$ cat config.mk
export PLATFORM = sky130hd
export DESIGN_NAME = ddu_ctrl
export DESIGN_NICKNAME = d
export VERILOG_FILES = /design/src/rtl/ddu_pkg.sv /design/src/rtl/ddu_debounce.sv /design/src/rtl/ddu_ctrl.sv
export SDC_FILE = /design/constraint.sdc
export NUM_CORES = 1
export LEC_CHECK = 0
export CORE_UTILIZATION = 45
export DETAILED_ROUTE_END_ITERATION = 7
export GPL_TIMING_DRIVEN = 0
export PLACE_DENSITY = 0.71
export SYNTH_ARGS = -nofsm -noshare
export SYNTH_HDL_FRONTEND = slang
export SYNTH_SLANG_ARGS = --single-unit
export TNS_END_PERCENT = 30
$ cat constraint.sdc
create_clock -name clk_500 -period 4 [get_ports clk_500]
set_input_delay 0.8 -clock clk_500 [delete_from_list [all_inputs] [get_ports clk_500]]
set_output_delay 0.8 -clock clk_500 [all_outputs]
set_load 0.005 [all_outputs]
$ cat src/rtl/ddu_pkg.sv
// Shared types and constants for the debug/display unit.
// Run-FSM states and active-low 7-segment hex table.
package ddu_pkg;

   typedef enum logic [1:0] {
      PAUSE = 2'd0,
      STEP  = 2'd1,
      RUN   = 2'd2
   } run_st_t;

   localparam logic [6:0] SEG_BLANK = 7'h7F;

   // {g..a}, active-low
   localparam logic [6:0] SEG_HEX [16] = '{
      7'h40, 7'h79, 7'h24, 7'h30,
      7'h19, 7'h12, 7'h02, 7'h78,
      7'h00, 7'h10, 7'h08, 7'h03,
      7'h46, 7'h21, 7'h06, 7'h0E
   };

   function automatic logic [6:0] hex_seg(input logic [3:0] n);
      return SEG_HEX[n];
   endfunction

endpackage

$ cat src/rtl/ddu_debounce.sv
// Two-flop synchroniser, counting debouncer and rising-edge pulse.
// Edges held through reset are discarded until a release is seen.
module ddu_debounce
   import ddu_pkg::*;
#(
   parameter int DEB_CYCLES = 50000
) (
   input  logic clk,
   input  logic rst_n,
   input  logic raw,
   output logic level,
   output logic rise
);

   localparam int CW = $clog2(DEB_CYCLES + 1);

   logic          s1;
   logic          s2;
   logic          v1;
   logic          v2;
   logic          armed;
   logic [CW-1:0] cnt;
   logic          term;

   assign term = (cnt == CW'(DEB_CYCLES - 1));

   always_ff @(posedge clk) begin
      if (!rst_n) begin
         s1    <= 1'b0;
         s2    <= 1'b0;
         v1    <= 1'b0;
         v2    <= 1'b0;
         armed <= 1'b0;
         level <= 1'b0;
         cnt   <= '0;
      end else begin
         s1 <= raw;
         s2 <= s1;
         v1 <= 1'b1;
         v2 <= v1;
         // arm only once a genuine released sample has passed the synchroniser
         if (v2 && !s2)
            armed <= 1'b1;
         if (s2 != level) begin
            if (term) begin
               level <= s2;
               cnt   <= '0;
            end else begin
               cnt <= cnt + 1'b1;
            end
         end else begin
            cnt <= '0;
         end
      end
   end

   assign rise = armed & s2 & ~level & term;

endmodule

$ cat src/rtl/ddu_ctrl.sv
// Debug/display unit: run gating, debug address stepping and 7-seg scan.
// Optional DDU_AUTOREPEAT_EN: held inc/dec buttons auto-repeat.
module ddu_ctrl
   import ddu_pkg::*;
#(
   parameter int DATA_W     = 32,
   parameter int ADDR_W     = 8,
   parameter int PC_W       = 32,
   parameter int LED_W      = 16,
   parameter int DEB_CYCLES = 50000,
   parameter int SCAN_DIV   = 50000,
   parameter int REPEAT_CYC = 5000000,
   localparam int DIGITS    = DATA_W / 4
) (
   input  logic              clk_500,
   input  logic              rst_n,
   input  logic              cont,
   input  logic              step,
   input  logic              mem,
   input  logic              inc,
   input  logic              dec,
   input  logic [DATA_W-1:0] reg_data,
   input  logic [DATA_W-1:0] mem_data,
   input  logic [PC_W-1:0]   pc,
   output logic              run,
   output logic [ADDR_W-1:0] addr,
   output logic [DIGITS-1:0] an,
   output logic [6:0]        seg,
   output logic [LED_W-1:0]  led
);

   localparam int IW = (DIGITS > 1) ? $clog2(DIGITS) : 1;
   localparam int SW = (SCAN_DIV > 1) ? $clog2(SCAN_DIV) : 1;

   logic cont_lv, cont_rise;
   logic step_lv, step_rise;
   logic mem_lv,  mem_rise;
   logic inc_lv,  inc_rise;
   logic dec_lv,  dec_rise;

   ddu_debounce #(.DEB_CYCLES(DEB_CYCLES)) u_db_cont (
      .clk(clk_500), .rst_n(rst_n), .raw(cont),
      .level(cont_lv), .rise(cont_rise)
   );
   ddu_debounce #(.DEB_CYCLES(DEB_CYCLES)) u_db_step (
      .clk(clk_500), .rst_n(rst_n), .raw(step),
      .level(step_lv), .rise(step_rise)
   );
   ddu_debounce #(.DEB_CYCLES(DEB_CYCLES)) u_db_mem (
      .clk(clk_500), .rst_n(rst_n), .raw(mem),
      .level(mem_lv), .rise(mem_rise)
   );
   ddu_debounce #(.DEB_CYCLES(DEB_CYCLES)) u_db_inc (
      .clk(clk_500), .rst_n(rst_n), .raw(inc),
      .level(inc_lv), .rise(inc_rise)
   );
   ddu_debounce #(.DEB_CYCLES(DEB_CYCLES)) u_db_dec (
      .clk(clk_500), .rst_n(rst_n), .raw(dec),
      .level(dec_lv), .rise(dec_rise)
   );

   run_st_t state, nxt;

   always_ff @(posedge clk_500) begin
      if (!rst_n) begin
         state <= PAUSE;
         run   <= 1'b0;
      end else begin
         state <= nxt;
         run   <= (nxt != PAUSE);
      end
   end

   always_comb begin
      nxt = state;
      unique case (state)
         PAUSE: begin
            if (cont_lv)
               nxt = RUN;
            else if (step_rise)
               nxt = STEP;
         end
         STEP: nxt = PAUSE;
         RUN: begin
            if (!cont_lv)
               nxt = PAUSE;
         end
         default: nxt = PAUSE;
      endcase
   end

   logic inc_rep;
   logic dec_rep;

`ifdef DDU_AUTOREPEAT_EN
   localparam int RW = $clog2(REPEAT_CYC);
   localparam int RP = REPEAT_CYC / 8;

   logic [RW-1:0] inc_rc;
   logic [RW-1:0] dec_rc;

   // first repeat REPEAT_CYC after the press, then every REPEAT_CYC/8
   always_ff @(posedge clk_500) begin
      if (!rst_n || inc_rise || !inc_lv)
         inc_rc <= '0;
      else if (inc_rc == RW'(REPEAT_CYC - 1))
         inc_rc <= RW'(REPEAT_CYC - RP);
      else
         inc_rc <= inc_rc + 1'b1;
   end

   always_ff @(posedge clk_500) begin
      if (!rst_n || dec_rise || !dec_lv)
         dec_rc <= '0;
      else if (dec_rc == RW'(REPEAT_CYC - 1))
         dec_rc <= RW'(REPEAT_CYC - RP);
      else
         dec_rc <= dec_rc + 1'b1;
   end

   assign inc_rep = inc_lv & ~dec_lv & (inc_rc == RW'(REPEAT_CYC - 1));
   assign dec_rep = dec_lv & ~inc_lv & (dec_rc == RW'(REPEAT_CYC - 1));
`else
   assign inc_rep = 1'b0;
   assign dec_rep = 1'b0;
`endif

   logic up;
   logic dn;

   assign up = inc_rise | inc_rep;
   assign dn = dec_rise | dec_rep;

   always_ff @(posedge clk_500) begin
      if (!rst_n)
         addr <= '0;
      else if (up && !dn)
         addr <= addr + 1'b1;
      else if (dn && !up)
         addr <= addr - 1'b1;
   end

   logic [SW-1:0]     sc;
   logic [IW-1:0]     idx;
   logic [DATA_W-1:0] sel;
   logic [3:0]        nib;

   assign sel = mem_lv ? mem_data : reg_data;
   assign nib = sel[idx*4 +: 4];

   always_ff @(posedge clk_500) begin
      if (!rst_n) begin
         sc  <= '0;
         idx <= '0;
         an  <= '1;
         seg <= SEG_BLANK;
      end else begin
         if (sc == SW'(SCAN_DIV - 1)) begin
            sc  <= '0;
            idx <= (idx == IW'(DIGITS - 1)) ? '0 : idx + 1'b1;
         end else begin
            sc <= sc + 1'b1;
         end
         an  <= ~(DIGITS'(1) << idx);
         seg <= hex_seg(nib);
      end
   end

   assign led = {addr, pc[LED_W-ADDR_W+1:2]};

   // switch edges and out-of-window PC bits have no consumer here
   logic unused_ok;
   assign unused_ok = ^{cont_rise, mem_rise, step_lv,
                        pc[PC_W-1:LED_W-ADDR_W+2], pc[1:0]};

endmodule

Word-level counts from Yosys, hierarchy flattened. Memories as Yosys holds them, arrays and structs flattened. A register that Yosys moved wholly into a read port is not among the register bits. Cells that the tools add are included.

Input bits: 103. Memory bits (read-only): 112. Output and inout bits: 40. Flip-flop bits (word level): 138. Memories: 1. Word-level logic and storage cells: 110.

Memories: (name not given) (words 16, width 7, rd ports 1, clocked after Yosys merged registers in 1, write ports 0, line ddu_pkg.sv:22) `return SEG_HEX[n];`.

Muxes and demuxes: 9. Add/subtract/negate cells: 9. Reduce and logical (&&, ||, !) cells: 25. Eq/ne operators: 13. Bitwise logic cells: 20. Shift-type cells: 2.

Operator list (count): adder 16 x 1 -> 16 bit (second input constant) (6); equality test 16 bit (second input constant) (6); 2-to-1 mux 32 bit (1); variable part select 32 x 6 -> 4 bit (1); 2-to-1 mux 8 bit (2); OR reduction 3 bit (5); AND reduction 2 bit (5); AND 1 bit (9); NOT 1 bit (9); adder 8 x 1 -> 8 bit (second input constant) (1); NOT 8 bit (1); << shifter 1 x 3 -> 8 bit (first input constant) (1); subtractor 8 x 1 -> 8 bit (second input constant) (1); zero test 1 bit (6); 2-to-1 mux 2 bit (3); logical AND 1 bit (5); != test 1 bit (5); NOT 4 -> 5 bit (1); one-hot mux 2 bit (2 select lines) (1); nonzero test 2 bit (2); adder 3 x 1 -> 3 bit (second input constant) (1); equality test 3 bit (second input constant) (1); 2-to-1 mux 3 bit (1); equality test 2 bit (second input constant) (1); 3 further kinds (3).

Depth between registers and ports, before layout.
Depth after elaboration: 7. Depth in mapped cells: 13. Depth with buffers taken out: 13.

Modules after synthesis. From an unflattened synthesis, not the netlist that was laid out.

Cell total of the unflattened synthesis: 785. Area, all modules: 7529.7 um^2.

Modules (own cells, without submodules): ddu_debounce (area an instance 927.1 um^2, seq. area each 440.4 um^2, times used 5, cells an instance 98); ddu_ctrl (area an instance 2894.0 um^2, seq. area each 900.9 um^2, times used 1, cells an instance 295).

Worst setup path before layout. OpenSTA, ideal clock, no wires.

Path kind: reg-to-reg. Start point: register u_db_dec.cnt[0]. End point: register addr[7]. Library setup time: 71 ps. Stages on the path, launching flop included: 14. Required time: 3929 ps. Clock period less this slack: 2981 ps. Buffers on the path: 1. Arrival: 2910 ps. Setup slack: 1019 ps. Path through: dfxtp_1 > ha_1 > and3_1 > clkbuf_1 > nand4_1 > or3_1 > ha_1 > inv_1 > ha_1 > a21oi_1 > o2111ai_1 > a211o_1 > a21o_1 > a21oi_1.

Word-level cells in the longest chain between the ends: 5. Elaborated cells between the ends (all ways): 7. Classes of those cells: eq/ne (1); mux (1); bitwise (1); reduce/logical (4).

RTL lines: start: declaration (line ddu_debounce.sv:22) `logic [CW-1:0] cnt;`; start signal: assignment (line ddu_debounce.sv:49) `cnt <= cnt + 1'b1;`; equality test 16 bit (*) (line ddu_debounce.sv:25) `assign term = (cnt == CW'(DEB_CYCLES - 1));`; AND 1 bit (*) (line ddu_debounce.sv:57) `assign rise = armed & s2 & ~level & term;`; zero test 1 bit (line ddu_ctrl.sv:137) `else if (up && !dn)`; logical AND 1 bit (line ddu_ctrl.sv:137); 2-to-1 mux 8 bit or nonzero test 2 bit (tied branches); end signal: assignment (line ddu_ctrl.sv:138) `addr <= addr + 1'b1;`; end signal: assignment (line ddu_ctrl.sv:140) `addr <= addr - 1'b1;`; end: declaration (line ddu_ctrl.sv:26) `output logic [ADDR_W-1:0] addr,`.

Every way passes the cells marked *; elsewhere a longest branch is shown, timed or not. A chain may end at the register's enable or synchronous reset.

Worst setup path in the final report. Same ends and word-level chain as after synthesis.

==> impl_metrics.ini <==
[critical_path]
crit_required_ns = 4.34
timing.critical_path.mode_cell = ha_1
crit_path_max_incr_delay_ns = 0.44
path_max_fanout = 7
crit_slowest_cell = or3_1
critical_path.startpoint = u_db_dec.cnt[0]
cp.buffers_inverters = 2
worstSetupPathType = flip-flop to flip-flop
cp_data_arrival_time_ns = 3.79
critPathCaptureType = flip-flop
timing.critical_path.max_delay_family = compound AO/OA/AOI/OAI gates
startpoint_type = flip-flop
path_cells = ha_1, and3_1, clkbuf_1, nand4_1, or3_1, ha_1, inv_1, ha_1, a21oi_1, o2111ai_1, a211o_1, a21o_1, a21oi_1
rr_startpoint = u_db_dec.cnt[0]

[clocking]
clk_sink_count = 145
clk_latency_ns = 0.41
post_cts_resize_count = 0
ctsHoldBuffers = 0
cts_setup_buffers = 0
root_buffer = clkbuf_16
clk_pin_slew_ns = 0.06
clock_path_buffers = 2
cts_tree = done
cts-buffers-inserted = 17
htreeDepth = 4

[run]
cap_viol_max_count = 0

[grt]
grt_max_degree = 17
grt_first_pass_wirelength_um = 23400
groute.usage.overall_pct = 18.6
first_global_vias = 4800
grt_overflow = 0
initial_antenna_violation_count = 0

[finish]
areaGrowthSynthToFinish_pct = 28.0
final_cell_area_sq_mm = 0.00864
count_of_placed_standard_cells_in_the_final_layout_fillers_left_out = 1053
num-nets-final = 985
ant_cells = 0
post_route_cells_drive_above_1_share_pct = 8.29

[route]
routed_wl_um = 13900
drc_errors = 0
detail_route.first_pass.iterations = 4
dr.first_iter.drc_count = 276
viasPerCell = 5.00
wl_per_cell_um = 13.2
via_count = 5270
antenna_left = 0

[yosys]
post_synth_inst_count = 727
synth_cell_type_count = 49
synth_seq_area_share_pct = 43.0
netlist_top_cells_area = dfxtp_1, xor2_1, nor2_1, mux4_2, ha_1
yosys_most_used_dff = dfxtp_1
synth_top_cell_by_area = dfxtp_1
synth.avg_cell_area_sq_um = 9.29
synth-seq-cells = 145
mappedNetlistArea_sq_mm = 0.00675
postSynthNetCount = 856
async_reset_ff_share_pct = 0
synth.yosys.warnings = 0
synth-edff-count = 0
synth.top_cell.area_share_pct = 43.0

[placed_design]
post-place-cells = 1021
place_congestion = 0.794
buffer_ports.inserted = 110
dp_hpwl_um = 10300
placed_area_sq_mm = 0.00809

[power]
power.static_leakage_uw = 0.00317
power.total_uw = 3130
powerDensity_mw_per_mm2 = 362
vdd_drop_max_mv = 0.331

[sta]
final-max-slew-violation-count = 0
worst_pin_slew_ns = 0.617
timing.max_slew.rel_slack_pct = 58.9
timing.clock.skew_ns = 0.00693
period_needed_ns = 3.45
fmaxAchievable_mhz = 290
setup-violations-final = 0
rsz0062_at_grt = no
setup_tns_ns = 0
report.final.hold_viol_count = 0
fin_crit_sh_pct = 86.3

[die]
floorplan.die.height_um = 125
core_ar_sq_mm = 0.0146
initial_core_util_pct = 46.3
floorplan_die_width_um = 125
fp.dieArea_sq_mm = 0.0155
rows = 44
floorplan.io_pins = 143

[run_status]
result_of_the_run = finished, final reports clean

[min_path]
hold_path_origin = u_db_cont.s1
hold_path_class = flip-flop to flip-flop
-- per-stage QoR --
step / hold WS (ns) / util [%] / setup WS [ns]
after floorplan: 0.412 / - / 1.02
after global placement: 0.414 / 55.4 / 0.626
after detailed placement: 0.418 / 55.4 / 0.560
after CTS: 0.432 / 59.3 / 0.524
after global routing: 0.440 / 59.3 / 0.262
final: 0.429 / 59.3 / 0.548
-- layout by cell type, fill, tap and decap left out, types with 3 or more instances in the layout --
master	count
a21oi_1	11
clkbuf_16	17
and3_1	19
nor4bb_1	4
dfxtp_1	145
clkinvlp_4	4
and4_1	8
and2_1	12
nor2_1	133
nand4_1	22
inv_1	19
ha_1	25
o211ai_1	3
clkbuf_1	22
inv_2	4
nand2b_1	3
nor4_1	5
clkdlybuf4s50_1	110
clkbuf_8	3
mux4_2	17
mux2i_1	11
clkinv_2	5
nand2_1	42
or3_1	4
nor2b_1	4
nand3_1	47
nor4b_1	5
xor2_1	60
buf_4	18
nor3_1	15
xnor2_1	35
nor3b_1	4
-- area by class of cell --
class | count | area, sq um
tap | 184 | 230
clock inverter | 10 | 85.1
timing repair buffer | 110 | 1100
multi-input combinational | 518 | 3530
buffer | 41 | 231
sequential | 145 | 2900
inverter | 23 | 86.3
clock buffer | 22 | 474
fill | 1270 | 5940
-- sequential cells by signal, indices dropped and copies added, names as in the netlist, 2 cells and up --
register and flops:
u_db_inc.cnt 16, idx 3, u_db_dec.cnt 16, u_db_mem.cnt 16, sc 16, u_db_cont.cnt 16, an 8, u_db_step.cnt 16
state 2, seg 7, addr 8
-- worst paths after layout --
kind	slack, ns	depth (start not counted)	to
worst max register to register	0.55	13	addr[7]
worst max-delay path	0.55	13	addr[7]
worst min-delay path	0.43	1	u_db_cont.s2
worst min register to register	0.43	1	u_db_cont.s2
-- cell families (layout without fill, tap and decap cells) --
logic type / Yosys count / in the layout / share of synthesized area (%)
and+or+nand+nor: 333 / 333 / 24.1
xor gates and xnor gates: 95 / 95 / 12.3
muxes: 29 / 29 / 7.47
buffers and inverters: 64 / 206 / 4.71
AOI/OAI and AO/OA: 35 / 35 / 3.52
DFF: 145 / 145 / 43.0
adders and majority gates: 26 / 26 / 4.93
-- cells in the mapped netlist, types with 3 or more instances --
cell type / number
nand2_1: 42
nand4_1: 22
xnor2_1: 35
nor3b_1: 4
ha_1: 25
and4_1: 8
nor2b_1: 4
inv_2: 4
and3_1: 19
and2_1: 12
clkbuf_1: 20
o211ai_1: 3
dfxtp_1: 145
nand3_1: 47
nand2b_1: 3
xor2_1: 60
inv_1: 19
a21oi_1: 11
buf_4: 18
mux2i_1: 11
nor2_1: 133
or3_1: 4
nor4b_1: 5
nor4_1: 5
mux4_2: 17
nor3_1: 15
nor4bb_1: 4
-- per-layer routing --
| layer | global-route usage, % | vias up | part of all wire (%) | wire, um |
|---|---|---|---|---|
| met2 | 29.0 | 91 | 46 | 6450 |
| met3 | 4.25 | 8 | 3.0 | 421 |
| met4 | 6.17 | 0 | 0.96 | 133 |
| met5 | 0 | - | 0 | 0 |
| li1 | - | 2729 | - | - |
| met1 | 25.5 | 2442 | 50 | 6890 |
-- where the power goes --
part	total [uW]	switching [uW]	internal [uW]
combinational	178	62.5	115
sequential	1470	9.38	1460
clock	1480	582	898
No activity file was read; power rests on OpenSTA's default activity.
